### src/rtl/sqed_dup_scheduler_if.sv
// rtl/sqed_dup_scheduler_if.sv - control/status bundle between instruction source, QED transformer and scheduler
interface sqed_dup_scheduler_if #(
    parameter int CNT_W = 8
) ();
    logic             start;
    logic [CNT_W-1:0] orig_limit;
    logic             stall_IF;
    logic             arfwe1;
    logic             arfwe2;
    logic             ena;
    logic             exec_dup;
    logic             busy;
    logic             qed_ready;
    logic             timeout;
    logic [CNT_W-1:0] orig_cnt;
    logic [CNT_W:0]   commit_cnt;

    modport master (
        output start, orig_limit, stall_IF, arfwe1, arfwe2,
        input  ena, exec_dup, busy, qed_ready, timeout, orig_cnt, commit_cnt
    );

    modport slave (
        input  start, orig_limit, stall_IF, arfwe1, arfwe2,
        output ena, exec_dup, busy, qed_ready, timeout, orig_cnt, commit_cnt
    );
endinterface

### src/rtl/sqed_dup_scheduler.sv
// rtl/sqed_dup_scheduler.sv - sequences original burst, duplicate burst and commit drain for SQED runs
module sqed_dup_scheduler #(
    parameter int CNT_W         = 8,
    parameter int MAX_ORIG      = 16,
    parameter int DRAIN_TIMEOUT = 64,
    parameter int TO_W          = 8
) (
    input logic                 din_clk,
    input logic                 din_rst_n,
    sqed_dup_scheduler_if.slave bus
);

    typedef enum logic [2:0] {
        S_IDLE,
        S_ORIG,
        S_DUP,
        S_DRAIN,
        S_CHECK_OK,
        S_CHECK_TO
    } state_t;

    state_t           state;
    state_t           state_nxt;
    logic [CNT_W-1:0] lim;
    logic [CNT_W-1:0] orig_cnt;
    logic [CNT_W-1:0] dup_cnt;
    logic [CNT_W:0]   commit_cnt;
    logic [TO_W-1:0]  to_cnt;

    logic             issuing;
    logic             accept;
    logic             counting;
    logic             run_start;
    logic [CNT_W+1:0] commit_sum;
    logic [CNT_W:0]   commit_sat;
    logic [CNT_W:0]   commit_next;
    logic [CNT_W:0]   orig_x2;
    logic [CNT_W-1:0] lim_clamped;

    // Issue acceptance is gated only by the registered state, so ena never depends on stall_IF.
    assign issuing   = (state == S_ORIG) || (state == S_DUP);
    assign accept    = issuing && !bus.stall_IF;
    assign counting  = issuing || (state == S_DRAIN);
    assign run_start = (state == S_IDLE) && bus.start;

    // One extra bit of headroom lets a double commit be detected and clamped at all-ones.
    assign commit_sum  = {1'b0, commit_cnt} + (CNT_W+2)'(bus.arfwe1) + (CNT_W+2)'(bus.arfwe2);
    assign commit_sat  = commit_sum[CNT_W+1] ? '1 : commit_sum[CNT_W:0];
    assign commit_next = counting ? commit_sat : commit_cnt;
    assign orig_x2     = {orig_cnt, 1'b0};

    // A zero request still runs one original; requests past the clamp are cut down.
    assign lim_clamped = (bus.orig_limit == '0)                ? CNT_W'(1) :
                         (bus.orig_limit > CNT_W'(MAX_ORIG))   ? CNT_W'(MAX_ORIG) :
                                                                 bus.orig_limit;

    assign bus.orig_cnt   = orig_cnt;
    assign bus.commit_cnt = commit_cnt;

    // State register.
    always_ff @(posedge din_clk or negedge din_rst_n) begin
        if (!din_rst_n) begin
            state <= S_IDLE;
        end else begin
            state <= state_nxt;
        end
    end

    // Next-state selection and state-decoded outputs.
    always_comb begin
        state_nxt     = state;
        bus.ena       = 1'b0;
        bus.exec_dup  = 1'b0;
        bus.busy      = (state != S_IDLE);
        bus.qed_ready = 1'b0;
        bus.timeout   = 1'b0;
        case (state)
            S_IDLE: begin
                if (bus.start) begin
                    state_nxt = S_ORIG;
                end
            end
            S_ORIG: begin
                bus.ena = 1'b1;
                if (accept && (orig_cnt + CNT_W'(1) == lim)) begin
                    state_nxt = S_DUP;
                end
            end
            S_DUP: begin
                bus.ena      = 1'b1;
                bus.exec_dup = 1'b1;
                if (accept && (dup_cnt + CNT_W'(1) == orig_cnt)) begin
                    state_nxt = S_DRAIN;
                end
            end
            S_DRAIN: begin
                // Balanced commits win over a timeout landing in the same cycle.
                if (commit_next >= orig_x2) begin
                    state_nxt = S_CHECK_OK;
                end else if (to_cnt == TO_W'(DRAIN_TIMEOUT - 1)) begin
                    state_nxt = S_CHECK_TO;
                end
            end
            S_CHECK_OK: begin
                bus.qed_ready = 1'b1;
                state_nxt     = S_IDLE;
            end
            S_CHECK_TO: begin
                bus.timeout = 1'b1;
                state_nxt   = S_IDLE;
            end
            default: begin
                state_nxt = S_IDLE;
            end
        endcase
    end

    // Run counters: cleared on start, advanced during the run, held afterwards for inspection.
    always_ff @(posedge din_clk or negedge din_rst_n) begin
        if (!din_rst_n) begin
            lim        <= '0;
            orig_cnt   <= '0;
            dup_cnt    <= '0;
            commit_cnt <= '0;
            to_cnt     <= '0;
        end else if (run_start) begin
            lim        <= lim_clamped;
            orig_cnt   <= '0;
            dup_cnt    <= '0;
            commit_cnt <= '0;
            to_cnt     <= '0;
        end else begin
            commit_cnt <= commit_next;
            if (accept && (state == S_ORIG)) begin
                orig_cnt <= orig_cnt + CNT_W'(1);
            end
            if (accept && (state == S_DUP)) begin
                dup_cnt <= dup_cnt + CNT_W'(1);
            end
            if (state == S_DRAIN) begin
                to_cnt <= to_cnt + TO_W'(1);
            end
        end
    end

endmodule

### src/flat_wrapper.sv
// flat-port wrapper written by rule: the top's interface ports become plain ports
module sqed_dup_scheduler_flat 
#(
    parameter int CNT_W         = 8,
    parameter int MAX_ORIG      = 16,
    parameter int DRAIN_TIMEOUT = 64,
    parameter int TO_W          = 8
)
  (din_clk, din_rst_n, bus_start, bus_orig_limit, bus_stall_IF, bus_arfwe1, bus_arfwe2, bus_ena, bus_exec_dup, bus_busy, bus_qed_ready, bus_timeout, bus_orig_cnt, bus_commit_cnt);
  sqed_dup_scheduler_if #(.CNT_W(CNT_W)) bus_i ();
  input logic din_clk;
  input logic din_rst_n;
  input wire logic [$bits(bus_i.start)-1:0] bus_start;
  input wire logic [$bits(bus_i.orig_limit)-1:0] bus_orig_limit;
  input wire logic [$bits(bus_i.stall_IF)-1:0] bus_stall_IF;
  input wire logic [$bits(bus_i.arfwe1)-1:0] bus_arfwe1;
  input wire logic [$bits(bus_i.arfwe2)-1:0] bus_arfwe2;
  output wire logic [$bits(bus_i.ena)-1:0] bus_ena;
  output wire logic [$bits(bus_i.exec_dup)-1:0] bus_exec_dup;
  output wire logic [$bits(bus_i.busy)-1:0] bus_busy;
  output wire logic [$bits(bus_i.qed_ready)-1:0] bus_qed_ready;
  output wire logic [$bits(bus_i.timeout)-1:0] bus_timeout;
  output wire logic [$bits(bus_i.orig_cnt)-1:0] bus_orig_cnt;
  output wire logic [$bits(bus_i.commit_cnt)-1:0] bus_commit_cnt;
  assign bus_i.start = bus_start;
  assign bus_i.orig_limit = bus_orig_limit;
  assign bus_i.stall_IF = bus_stall_IF;
  assign bus_i.arfwe1 = bus_arfwe1;
  assign bus_i.arfwe2 = bus_arfwe2;
  assign bus_ena = bus_i.ena;
  assign bus_exec_dup = bus_i.exec_dup;
  assign bus_busy = bus_i.busy;
  assign bus_qed_ready = bus_i.qed_ready;
  assign bus_timeout = bus_i.timeout;
  assign bus_orig_cnt = bus_i.orig_cnt;
  assign bus_commit_cnt = bus_i.commit_cnt;
  sqed_dup_scheduler #(.CNT_W(CNT_W), .MAX_ORIG(MAX_ORIG), .DRAIN_TIMEOUT(DRAIN_TIMEOUT), .TO_W(TO_W)) u_core (.din_clk(din_clk), .din_rst_n(din_rst_n), .bus(bus_i));
endmodule
### config.mk
export PLATFORM = sky130hd
export DESIGN_NAME = sqed_dup_scheduler_flat
export DESIGN_NICKNAME = d
export VERILOG_FILES = /design/src/rtl/sqed_dup_scheduler_if.sv /design/src/rtl/sqed_dup_scheduler.sv /design/src/flat_wrapper.sv
export SDC_FILE = /design/constraint.sdc
export NUM_CORES = 1
export LEC_CHECK = 0
export ABC_AREA = 0
export BUFFER_PORTS_ARGS = -buffer_cell sky130_fd_sc_hd__buf_2
export CORE_MARGIN = 2
export CORE_UTILIZATION = 35
export DETAILED_ROUTE_END_ITERATION = 6
export HOLD_SLACK_MARGIN = 0.08
export PLACE_DENSITY_LB_ADDON = 0.25
export RECOVER_POWER = 100
export SYNTH_ARGS = -nofsm -noshare
export SYNTH_HDL_FRONTEND = slang
export SYNTH_SLANG_ARGS = --single-unit
### constraint.sdc
create_clock -name din_clk -period 6.2 [get_ports din_clk]
set_clock_uncertainty 0.15 [all_clocks]
set_input_delay 0.93 -clock din_clk [delete_from_list [all_inputs] [get_ports din_clk]]
set_output_delay 0.93 -clock din_clk [all_outputs]
set_load 0.05 [all_outputs]
==> impl_metrics.json <==
{
  "cts_buffers": 5,
  "violations": "max-capacitance violations, max-slew violations",
  "cpMostUsedCell": "nand4_1",
  "yosysUniqueCellTypes": 54,
  "crit_path_top_delay_cell": "fa_1",
  "synthFlopType": "dfrtp_1",
  "first_pass_iters": 4,
  "n_antenna_cell": 0,
  "postCtsSetupBuffers": 0,
  "setup_viol": 0,
  "start_util_pct": 35.9,
  "wl_per_cell_um": 15.0,
  "core_um2": 8180,
  "cp.required_ns": 6.24,
  "drc": 0,
  "rows": 33,
  "cp_top_family": "adder cells",
  "wl_um": 7060,
  "cts_tree": "done",
  "ys_warn_count": 0,
  "tns_ns": 0,
  "async_flop_share_pct": 100,
  "ctsResizeCount": 0,
  "cp.arrival_ns": 3.80,
  "dpl.hpwl_um": 5120,
  "rsz0062_at_grt": "false",
  "syn_to_final_growth_pct": 11.0,
  "crit_chain": "buf_2 -> inv_1 -> fa_1 -> inv_1 -> ha_1 -> nand4_1 -> nor2_1 -> nand4_1 -> xor2_1 -> nand2_1 -> ha_1 -> nand4_1 -> nor2_1 -> nand4_1 -> a41oi_1 -> o211ai_1 -> mux2_1",
  "clkTransAtPathRegs_ns": 0.09,
  "slew_viol_final": 45,
  "clock_path_buffers": 2,
  "grt_pass1_vias": 2419,
  "synth_mux_area_share_pct": 1.15,
  "synth-xor-area-share_pct": 8.06,
  "yosys.area_share.simple_pct": 26.0,
  "period_needed_ns": 3.76,
  "synth-compound-area-share_pct": 16.8,
  "cp-start-kind": "input pin",
  "p_leak_nw": 1.44,
  "syn_avg_cell_area_um2": 8.58,
  "tightest_slew_ns": 2.44,
  "io_pins": 36,
  "period_share_pct": 60.6,
  "synthAdderAreaFrac_pct": 5.80,
  "initialDrtViolationCount": 128,
  "cp.depth": 17,
  "dp.cells": 464,
  "root_buffer": "clkbuf_8",
  "track_usage_pct": 16.9,
  "ys_ff_latch": 44,
  "stdcell_count": 472,
  "grt_first_pass_wirelength_um": 12100,
  "synth_nets": 369,
  "p_per_area_nw_per_um2": 377,
  "io_buffers": 35,
  "total_power_mw": 1.23,
  "drive_gt1_share_pct": 6.81,
  "slew_headroom_pct": -62.6,
  "syn_area_um2": 2930,
  "synth_top_family_by_area": "simple AND/OR/NAND/NOR gates",
  "grt_antenna_before_repair": 0,
  "nets": 393,
  "crit_type": "in -> reg",
  "synth.area.top_cells": "dfrtp_1 (38%), ha_1 (5.1%), xor2_1 (4.8%)",
  "ff2ff_path_depth": 16,
  "holdPathStages": 2,
  "synth_cells": 342,
  "die-width_um": 95.6,
  "gp_congestion": 0.760,
  "vdd_drop_max_v": 0.000301,
  "vias": 2543,
  "end_kind": "flip-flop",
  "cts_sinks": 44,
  "chipHeight_um": 95.6,
  "die-area_um2": 9130,
  "synth-seq-area-share_pct": 37.5,
  "worst-path-max-fanout": 3,
  "grt_overflow": 0,
  "htree_levels": 2,
  "synth.top_cell.area_share_pct": 37.5,
  "cp.buffers_inverters": 3,
  "synth.largest_area_cell": "dfrtp_1",
  "insertion_delay_ns": 0.30,
  "timing.fmax_mhz": 266,
  "synth_edf_count": 0,
  "antenna_left": 0,
  "status": "finished, violations left",
  "maxCapViolations": 1,
  "finalHoldViolCount": 0,
  "grt_max_degree": 45,
  "viasPerCell": 5.39,
  "hold_class": "reg -> reg",
  "crit_path_max_incr_delay_ns": 0.40,
  "ctsHoldBuffers": 0
}
-- synth_stat cells (all sizes together), types with 4 or more instances --
cell type and count:
dfrtp 44, nand2 34, nor2 31, o21ai 25
nand3 17, a21oi 16, xor2 16, inv 15
nand4 15, clkbuf 13, ha 12, xnor2 11
nand2b 8, and2 7, nor3 7, or3 6
and3 5, buf 5, a211oi 4, o211ai 4
o41ai 4
-- worst register-to-register path, stage by stage (launching register included) --
cell and delay [ns]:
dfrtp_1 0.38, inv_1 0.07, fa_1 0.43, inv_1 0.09
ha_1 0.16, nand4_1 0.12, nor2_1 0.16, nand4_1 0.12
xor2_1 0.19, nand2_1 0.09, ha_1 0.35, nand4_1 0.10
nor2_1 0.12, nand4_1 0.15, a41oi_1 0.26, o211ai_1 0.13
mux2_1 0.33
-- routing by layer --
| layer | share of wire [%] | track usage [%] |
|---|---|---|
| met1 | 50 | 25.1 |
| met2 | 45 | 25.6 |
| met3 | 3.3 | 3.32 |
| met4 | 0.91 | 3.21 |
| met5 | 0 | 0 |
-- cell type report --
class                           instances  area (um2)
Multi-Input combinational cell        265        1700
Tap cell                              105         131
Clock inverter                          1        30.0
Clock buffer                            7        96.3
Fill cell                             830        4920
Inverter                               15        56.3
Timing Repair Buffer                   35         146
Sequential cell                        44        1100
-- cell families after synthesis --
family                   Yosys count
buffers and inverters             33
multiplexers                       3
flip-flops                        44
AO/OA/AOI/OAI                     75
XOR/XNOR                          27
adder cells (fa/ha/maj)           13
AND/OR/NAND/NOR                  147
-- metrics by stage --
| stage | util [%] | hold slack [ns] | setup slack [ns] | instance area (um2) |
|---|---|---|---|---|
| after global routing | 39.8 | 0.389 | 2.10 | 3260 |
| after global placement | 38.6 | 0.327 | 2.23 | 3160 |
| final | 39.8 | 0.353 | 2.44 | 3260 |
| after floorplan | - | 0.308 | 2.45 | 2930 |
| after CTS | 40.2 | 0.359 | 2.45 | 3290 |
| after detailed placement | 38.6 | 0.339 | 2.15 | 3160 |
-- path summary, 6_finish.rpt --
path,start,end,slack (ns)
max,bus_arfwe2,u_core.state[0],2.44
min,u_core.lim[1],u_core.lim[1],0.35
max reg2reg,u_core.bus.commit_cnt[0],u_core.state[0],2.71
min reg2reg,u_core.lim[1],u_core.lim[1],0.35
max in group asynchronous,din_rst_n,u_core.bus.orig_cnt[7],3.30
min in group asynchronous,din_rst_n,u_core.bus.commit_cnt[4],1.23
-- registers in the layout (all words and copies together), names as in the netlist --
name / cells
u_core.lim: 8
u_core.to_cnt: 8
u_core.bus.orig_cnt: 8
u_core.dup_cnt: 8
u_core.state: 3
u_core.bus.commit_cnt: 9
-- power by group --
group / internal, mW / switching, mW
clock: 0.142 / 0.104
combinational: 0.196 / 0.375
sequential: 0.333 / 0.0773
-- cell usage in the layout, fill, tap and decap left out, types with 4 or more instances in the layout --
| cell | instances |
|---|---|
| dfrtp_1 | 44 |
| nand2_1 | 34 |
| nor2_1 | 31 |
| clkbuf_1 | 23 |
| o21ai_0 | 22 |
| xor2_1 | 16 |
| a21oi_1 | 16 |
| nand3_1 | 16 |
| inv_1 | 15 |
| nand4_1 | 15 |
| ha_1 | 12 |
| buf_2 | 12 |
| xnor2_1 | 11 |
| nand2b_1 | 8 |
| nor3_1 | 7 |
| clkbuf_8 | 7 |
| or3_1 | 6 |
| and3_1 | 5 |
| and2_0 | 4 |
| a211oi_1 | 4 |
| o211ai_1 | 4 |
Note: power is estimated with default switching activity, not from simulation.
